==> src/rtl/instr_sequencer_if.sv <==
// Bus between the instruction sequencer, its instruction memory and the control unit.
// master = sequencer side, slave = memory / control-unit side.
interface instr_sequencer_if #(
    parameter int ADDR_W = 8
);
    logic              imem_rd_en;
    logic [ADDR_W-1:0] imem_addr;
    logic [31:0]       imem_rdata;
    logic [7:0]        opcode;
    logic [7:0]        operand_a;
    logic [7:0]        operand_b;
    logic [7:0]        immediate;
    logic              instr_valid;
    logic              jump_enable;
    logic              finaliza_execucao;

    modport master (
        output imem_rd_en, imem_addr,
        output opcode, operand_a, operand_b, immediate, instr_valid,
        input  imem_rdata, jump_enable, finaliza_execucao
    );

    modport slave (
        input  imem_rd_en, imem_addr,
        input  opcode, operand_a, operand_b, immediate, instr_valid,
        output imem_rdata, jump_enable, finaliza_execucao
    );
endinterface

==> src/rtl/instr_sequencer.sv <==
// Four-cycle instruction sequencer: FETCH, WAIT, DECODE, EXECUTE per instruction,
// with jump/halt decisions taken from the control unit during EXECUTE.
module instr_sequencer #(
    parameter int ADDR_W = 8,
    parameter int CNT_W  = 16
) (
    input  logic              clk,
    input  logic              rst,
    input  logic              start,
    instr_sequencer_if.master bus,
    output logic [ADDR_W-1:0] pc,
    output logic              busy,
    output logic              halted,
    output logic [CNT_W-1:0]  instr_count
);

    typedef enum logic [2:0] {
        S_IDLE,
        S_FETCH,
        S_WAIT,
        S_DECODE,
        S_EXEC,
        S_HALT
    } state_t;

    state_t      state;
    state_t      state_nxt;
    logic [31:0] instr_reg;

    function automatic logic [CNT_W-1:0] sat_inc(input logic [CNT_W-1:0] v);
        return (&v) ? v : v + CNT_W'(1);
    endfunction

    // Jump target: zero-extend or truncate the 8-bit immediate to the PC width.
    function automatic logic [ADDR_W-1:0] fit_addr(input logic [7:0] imm);
        logic [ADDR_W+7:0] wide;
        wide = {{ADDR_W{1'b0}}, imm};
        return wide[ADDR_W-1:0];
    endfunction

    always_ff @(posedge clk) begin
        if (!rst) begin
            state <= S_IDLE;
        end else begin
            state <= state_nxt;
        end
    end

    always_comb begin
        state_nxt = state;
        unique case (state)
            S_IDLE:   if (start) state_nxt = S_FETCH;
            S_FETCH:  state_nxt = S_WAIT;
            S_WAIT:   state_nxt = S_DECODE;
            S_DECODE: state_nxt = S_EXEC;
            S_EXEC:   state_nxt = bus.finaliza_execucao ? S_HALT : S_FETCH;
            S_HALT:   if (start) state_nxt = S_FETCH;
            default:  state_nxt = S_IDLE;
        endcase
    end

    always_comb begin
        bus.imem_rd_en  = (state == S_FETCH);
        bus.imem_addr   = pc;
        bus.instr_valid = (state == S_EXEC);
        bus.opcode      = instr_reg[31:24];
        bus.operand_a   = instr_reg[23:16];
        bus.operand_b   = instr_reg[15:8];
        bus.immediate   = instr_reg[7:0];
        busy            = (state == S_FETCH) || (state == S_WAIT) ||
                          (state == S_DECODE) || (state == S_EXEC);
        halted          = (state == S_HALT);
    end

    // Halt wins over jump; an instruction raising no flag simply steps the PC.
    always_ff @(posedge clk) begin
        if (!rst) begin
            pc          <= '0;
            instr_reg   <= '0;
            instr_count <= '0;
        end else begin
            unique case (state)
                S_IDLE, S_HALT: begin
                    if (start) begin
                        pc          <= '0;
                        instr_count <= '0;
                    end
                end
                S_WAIT: instr_reg <= bus.imem_rdata;
                S_EXEC: begin
                    instr_count <= sat_inc(instr_count);
                    if (!bus.finaliza_execucao) begin
                        pc <= bus.jump_enable ? fit_addr(instr_reg[7:0]) : pc + ADDR_W'(1);
                    end
                end
                default: ;
            endcase
        end
    end

endmodule
==> src/flat_wrapper.sv <==
// flat-port wrapper written by rule: the top's interface ports become plain ports
module instr_sequencer_flat 
#(
    parameter int ADDR_W = 8,
    parameter int CNT_W  = 16
)
  (clk, rst, start, pc, busy, halted, instr_count, bus_imem_rd_en, bus_imem_addr, bus_opcode, bus_operand_a, bus_operand_b, bus_immediate, bus_instr_valid, bus_imem_rdata, bus_jump_enable, bus_finaliza_execucao);
  instr_sequencer_if #(.ADDR_W(ADDR_W)) bus_i ();
  input  logic clk;
  input  logic rst;
  input  logic start;
  output logic [ADDR_W-1:0] pc;
  output logic busy;
  output logic halted;
  output logic [CNT_W-1:0] instr_count;
  output wire logic [$bits(bus_i.imem_rd_en)-1:0] bus_imem_rd_en;
  output wire logic [$bits(bus_i.imem_addr)-1:0] bus_imem_addr;
  output wire logic [$bits(bus_i.opcode)-1:0] bus_opcode;
  output wire logic [$bits(bus_i.operand_a)-1:0] bus_operand_a;
  output wire logic [$bits(bus_i.operand_b)-1:0] bus_operand_b;
  output wire logic [$bits(bus_i.immediate)-1:0] bus_immediate;
  output wire logic [$bits(bus_i.instr_valid)-1:0] bus_instr_valid;
  input wire logic [$bits(bus_i.imem_rdata)-1:0] bus_imem_rdata;
  input wire logic [$bits(bus_i.jump_enable)-1:0] bus_jump_enable;
  input wire logic [$bits(bus_i.finaliza_execucao)-1:0] bus_finaliza_execucao;
  assign bus_imem_rd_en = bus_i.imem_rd_en;
  assign bus_imem_addr = bus_i.imem_addr;
  assign bus_opcode = bus_i.opcode;
  assign bus_operand_a = bus_i.operand_a;
  assign bus_operand_b = bus_i.operand_b;
  assign bus_immediate = bus_i.immediate;
  assign bus_instr_valid = bus_i.instr_valid;
  assign bus_i.imem_rdata = bus_imem_rdata;
  assign bus_i.jump_enable = bus_jump_enable;
  assign bus_i.finaliza_execucao = bus_finaliza_execucao;
  instr_sequencer #(.ADDR_W(ADDR_W), .CNT_W(CNT_W)) u_core (.clk(clk), .rst(rst), .start(start), .bus(bus_i), .pc(pc), .busy(busy), .halted(halted), .instr_count(instr_count));
endmodule
==> config.mk <==
export PLATFORM = sky130hd
export DESIGN_NAME = instr_sequencer_flat
export DESIGN_NICKNAME = d
export VERILOG_FILES = /design/src/rtl/instr_sequencer_if.sv /design/src/rtl/instr_sequencer.sv /design/src/flat_wrapper.sv
export SDC_FILE = /design/constraint.sdc
export NUM_CORES = 1
export LEC_CHECK = 0
export CAP_MARGIN = 10
export CORE_ASPECT_RATIO = 1.75
export CORE_MARGIN = 3
export CORE_UTILIZATION = 40
export CTS_CLUSTER_DIAMETER = 80
export CTS_CLUSTER_SIZE = 16
export DETAILED_ROUTE_END_ITERATION = 12
export GPL_TIMING_DRIVEN = 0
export PLACE_DENSITY = 0.87
export SLEW_MARGIN = 20
export SYNTH_ARGS = -nofsm -noshare
export SYNTH_HDL_FRONTEND = slang
export SYNTH_SLANG_ARGS = --single-unit
==> constraint.sdc <==
create_clock -name clk -period 1.55 [get_ports clk]
set_input_delay 0.31 -clock clk [delete_from_list [all_inputs] [get_ports clk]]
set_output_delay 0.31 -clock clk [all_outputs]
set_load 0.01 [all_outputs]
==> flow_summary.json, run 1 <==
{
  "fillers": 499,
  "worstMarginPinSlew_ns": 0.495,
  "yosysTopAreaCellShare": 0.430,
  "start_util": 0.417,
  "p_per_area_nw_per_um2": 896,
  "rows": 39,
  "synthCells": 354,
  "cts_buffer_depth": 2,
  "die_h_um": 116,
  "fin_ws_ns": -0.0744,
  "ys_seq_area_frac": 0.430,
  "cts_sinks": 59,
  "insertion_delay_ns": 0.33,
  "p_leak_nw": 2.09,
  "ys_ff_latch": 59,
  "drt_iter0_markers": 343,
  "grt_max_degree": 11,
  "gp_routability_congestion": 0.881,
  "overflow": 0,
  "grt_pass1_vias": 3023,
  "drtPass1Iterations": 5,
  "worstSetupPathType": "register to register",
  "synthArstFlopShare": 0,
  "hold_class": "register to register",
  "ir_drop_uv": 872,
  "synth_edf_count": 0,
  "hold_buffers": 0,
  "fin_crit_sh": 1.05,
  "cts_root_buf": "clkbuf_16",
  "maxCapViolCount": 0,
  "hold_violations": 0,
  "synth_area_leader_cell": "dfxtp_1",
  "slew_headroom": 0.670,
  "final_common_cell": "nand2_1",
  "routed_via_density": 5.53,
  "regArea_um2": 1240,
  "failed_checks": "setup timing",
  "io_pins": 105,
  "antenna_left": 0,
  "largest_reg_flops": 32,
  "syn_nets": 393,
  "diodes": 0,
  "grt_first_pass_wirelength_um": 13600,
  "clk_pin_slew_ns": 0.05,
  "cp-start-kind": "register",
  "synth_flop_cell": "dfxtp_1",
  "drt-wirelength-per-cell_um": 16.8,
  "via_count": 3173,
  "rsz0062_at_grt": "yes",
  "status": "finished, violations left",
  "tritoncts": "done",
  "synth_area_per_cell_um2": 7.75,
  "core_area_um2": 6590,
  "drive_gt1_frac": 0.258,
  "fin_nets": 526,
  "crit_arrival_ns": 1.84,
  "yosys_warnings": 0,
  "end_kind": "register",
  "area_growth_pct": 67.5,
  "cp.required_ns": 1.76,
  "dieArea_um2": 7930,
  "postPlaceCellArea_um2": 3880,
  "max_freq_mhz": 616,
  "cp_max_fo": 7,
  "fin_area_um2": 4600,
  "die_w_um": 68.6,
  "place_ws_ns": -0.751,
  "grtUsageTotal": 0.228,
  "layout_min_cycle_time_ns": 1.62,
  "htreeDepth": 3,
  "fin_skew_ns": 0.00673,
  "synthTopCellsByArea": "dfxtp_1 (43%), nand2_1 (12%), a21oi_1 (9.1%)",
  "setup_viol": 7,
  "port_buffers": 103,
  "synthDistinctLibCells": 47,
  "dpl.hpwl_um": 6110,
  "syn_area_um2": 2750,
  "wl_um": 9640,
  "final_max_slew_viol_count": 0,
  "cts_buffers": 9,
  "mostFrequentLayoutCells": "nand2_1 (88), clkdlybuf4s50_1 (52), a21oi_1 (47)",
  "antenna_found_initial": 0,
  "drc_errors": 0,
  "multi_input_area_um2": 1570
}
## cell families (layout without fill, tap and decap cells)
logic type	count (synthesis)	in the layout	share of synthesized area
AND/OR/NAND/NOR	169	169	0.289
AO/OA/AOI/OAI	86	86	0.191
flip-flops	59	59	0.430
buffers and inverters	33	171	0.0643
XOR/XNOR	3	3	0.00957
adder cells (fa/ha/maj)	2	2	0.00911
multiplexers	2	2	0.00775
## routing by layer
| layer | GRT usage | wire length, µm | vias up |
|---|---|---|---|
| met5 | 0 | 0 | - |
| met4 | 0.130 | 500 | 0 |
| met3 | 0.0786 | 599 | 45 |
| met2 | 0.415 | 5300 | 164 |
| met1 | 0.209 | 3240 | 1469 |
| li1 | - | - | 1495 |
## worst paths after layout
path	from	end	slack, ns	depth (start not counted)
max	u_core.instr_count[0]	u_core.instr_count[15]	-0.07	5
min	u_core.instr_reg[23]	u_core.instr_reg[23]	0.45	2
max reg2reg	u_core.instr_count[0]	u_core.instr_count[15]	-0.07	5
min reg2reg	u_core.instr_reg[23]	u_core.instr_reg[23]	0.45	2
## cells in the mapped netlist, types with 2 or more instances
cell,number
o31ai_1,2
nor2b_4,2
or4_1,2
xor2_1,2
nand2b_4,2
nand2_1,91
nand3b_1,2
a211o_1,2
nand3_1,19
o21ai_0,4
nand4_1,4
and3_1,6
nor3_1,10
inv_1,4
ha_1,2
buf_2,6
nor2_1,18
buf_4,8
or3_1,3
a21oi_1,50
clkbuf_1,12
a21o_1,4
o22ai_1,5
dfxtp_1,59
or2_2,2
buf_6,2
o211ai_1,5
a31oi_1,7
## final cells by class
cell class | instances | share of cell area
Clock buffer | 15 | 0.0626
Inverter | 5 | 0.00517
Tap cell | 82 | 0.0223
Timing Repair Buffer | 126 | 0.262
Buffer | 24 | 0.0348
Clock inverter | 1 | 0.00109
Multi-Input combinational cell | 262 | 0.342
Sequential cell | 59 | 0.269
## report_power, final
| group | switching (mW) | internal (mW) |
|---|---|---|
| registers | 0.0480 | 1.56 |
| clock network | 0.650 | 1.25 |
| logic | 0.289 | 0.320 |
## worst max-delay path, stage by stage, from the launching register on
cell     delay (ns)
dfxtp_2        0.41
nand2_1        0.17
nor3_4         0.29
nand4_1        0.17
and3_1         0.21
a211o_1        0.26
## through the flow
stage | std cells | hold slack (ns) | util | TNS, ns | total power [mW]
floorplan | 354 | 0.446 | - | 0 | 1.90
global placement | 539 | 0.442 | 0.590 | -22.28 | 2.16
detailed placement | 539 | 0.449 | 0.590 | -23.38 | 2.17
CTS | 568 | 0.456 | 0.665 | -0.106 | 4.10
global route | 574 | 0.476 | 0.698 | -0.931 | 4.27
finish | 574 | 0.449 | 0.698 | -0.180 | 4.12
## what timing repair did
action | 4_1_cts | 5_1_grt
resized for setup | 112 | 62
setup endpoints to repair | 94 | 54
gates cloned | 1 | 0
pin swaps | 10 | 17
buffers inserted | 14 | 10
No activity file was read; power rests on OpenSTA's default activity.
==> run 2: changes to the inputs <==
Settings changed: CORE_ASPECT_RATIO 1.75 to 1.25.
==> flow_summary.json, run 2 (synthesis results as in run 1) <==
{
  "pwr-share-clk": 0.445,
  "cp_max_fo": 7,
  "rr_endpoint": "u_core.bus.imem_addr[0]",
  "mostFrequentLayoutCells": "nand2_1 (88), a21oi_1 (48), dlygate4sd2_1 (48)",
  "end_kind": "register",
  "dpl.hpwl_um": 5740,
  "die_h_um": 98.6,
  "drtPass1Iterations": 4,
  "drc_errors": 0,
  "status": "finished, violations left",
  "layout_min_cycle_time_ns": 1.65,
  "setup_viol": 27,
  "failed_checks": "setup timing",
  "tritoncts": "done",
  "maxCapViolCount": 0,
  "dieArea_um2": 7900,
  "whs_path_depth": 2,
  "insertion_delay_ns": 0.34,
  "io_pins": 105,
  "cts_root_buf": "clkbuf_8",
  "start_util": 0.416,
  "fin_nets": 532,
  "antenna_left": 0,
  "crit_arrival_ns": 1.92,
  "antenna_found_initial": 0,
  "p_int_mw": 2.93,
  "power_switching_mw": 0.992,
  "die_w_um": 80.1,
  "core_area_um2": 6610,
  "cp.required_ns": 1.82,
  "routed_via_density": 5.33,
  "hold_buffers": 0,
  "drt_iter0_markers": 211,
  "swShare": 0.253,
  "grtUsageTotal": 0.212,
  "largest_reg_flops": 32,
  "rows": 33,
  "fillers": 524,
  "max_freq_mhz": 605,
  "worstMarginPinSlew_ns": 0.467,
  "slew_headroom": 0.689,
  "place_ws_ns": -0.695,
  "grt_first_pass_wirelength_um": 13400,
  "cts_buffer_depth": 2,
  "r2r_cells": 6,
  "worstSetupPathType": "register to register",
  "gp_routability_congestion": 0.940,
  "port_buffers": 103,
  "drive_gt1_frac": 0.257,
  "seq_power_share": 0.406,
  "final_common_cell": "nand2_1",
  "r2r_slack_ns": -0.10,
  "whs_endpoint": "u_core.instr_reg[29]",
  "wl_um": 8600,
  "reg2reg_from": "u_core.state[2]",
  "grt_max_degree": 13,
  "fin_ws_ns": -0.102,
  "fin_crit_sh": 1.07,
  "hold_class": "register to register",
  "pwr-share-comb": 0.150,
  "clk_pin_slew_ns": 0.07,
  "overflow": 0,
  "htreeDepth": 3,
  "hold_violations": 0,
  "drt-wirelength-per-cell_um": 14.7,
  "fin_skew_ns": 0.00855,
  "ir_drop_uv": 883,
  "area_growth_pct": 65.0,
  "cts_buffers": 9,
  "p_leak_nw": 2.20,
  "final_max_slew_viol_count": 0,
  "cts_sinks": 59,
  "cp-start-kind": "register",
  "fin_area_um2": 4530,
  "postPlaceCellArea_um2": 3890,
  "hold_start": "u_core.instr_reg[29]",
  "via_count": 3119,
  "p_per_area_nw_per_um2": 865,
  "rsz0062_at_grt": "yes",
  "diodes": 0,
  "grt_pass1_vias": 3018
}
-- run 2: area by class of cell --
cell class / instances / area, µm² / share of cell area
multi-input combinational: 262 / 1540 / 0.340
tap: 87 / 109 / 0.0240
timing repair buffer: 129 / 1190 / 0.264
sequential: 59 / 1230 / 0.272
clock buffer: 9 / 124 / 0.0273
buffer: 27 / 185 / 0.0409
inverter: 5 / 23.8 / 0.00525
clock inverter: 7 / 124 / 0.0273
-- run 2: how the worst max path moves through the flow --
stage / start / to / slack, ns / cells after the start
floorplan: u_core.instr_count[2] / u_core.instr_count[15] / 0.02 / 5
global placement: start / u_core.bus.imem_addr[7] / -0.61 / 6
detailed placement: start / u_core.bus.imem_addr[5] / -0.69 / 6
CTS: u_core.state[0] / bus_imem_rd_en / -0.08 / 3
global route: u_core.instr_count[4] / u_core.instr_count[11] / -0.16 / 6
finish: u_core.state[2] / u_core.bus.imem_addr[0] / -0.10 / 6
-- run 2: routing by layer --
metal | vias to the layer above | GRT usage | wire length [µm]
met4 | 0 | 0.0949 | 200
met3 | 21 | 0.0704 | 765
met1 | 1452 | 0.222 | 3090
met5 | - | 0 | 0
met2 | 139 | 0.377 | 4540
li1 | 1507 | - | -
-- run 2: power groups by stage --
stage               clock network (mW)  registers, mW  logic, mW
finish                            1.74           1.59      0.586
floorplan                            0           1.65      0.244
global placement                     0           1.63      0.523
CTS                               1.76           1.59      0.559
global route                      1.82           1.59      0.639
detailed placement                   0           1.64      0.531
-- run 2: critical path, cell delays in order (launching register included) --
cell	delay, ns
dfxtp_2	0.34
buf_6	0.12
nor2b_4	0.21
nand2b_4	0.11
buf_6	0.14
or4_4	0.48
a31oi_4	0.17
-- run 2: repair_timing --
action,in CTS,in global routing
resized for setup,120,45
setup endpoints to repair,104,66
pin swaps,9,14
cloned,1,0
buffers inserted,16,9
endpoints found under the hold margin,0,0
-- run 2: stage by stage --
stage / power, mW / TNS [ns] / hold WS [ns] / std cells / util
after CTS: 3.91 / -0.176 / 0.457 / 576 / 0.655
after floorplan: 1.90 / 0 / 0.446 / 354 / -
final: 3.92 / -1.38 / 0.452 / 585 / 0.686
after global routing: 4.05 / -3.53 / 0.473 / 585 / 0.686
after global placement: 2.16 / -19.06 / 0.441 / 544 / 0.589
after detailed placement: 2.17 / -20.12 / 0.447 / 544 / 0.589
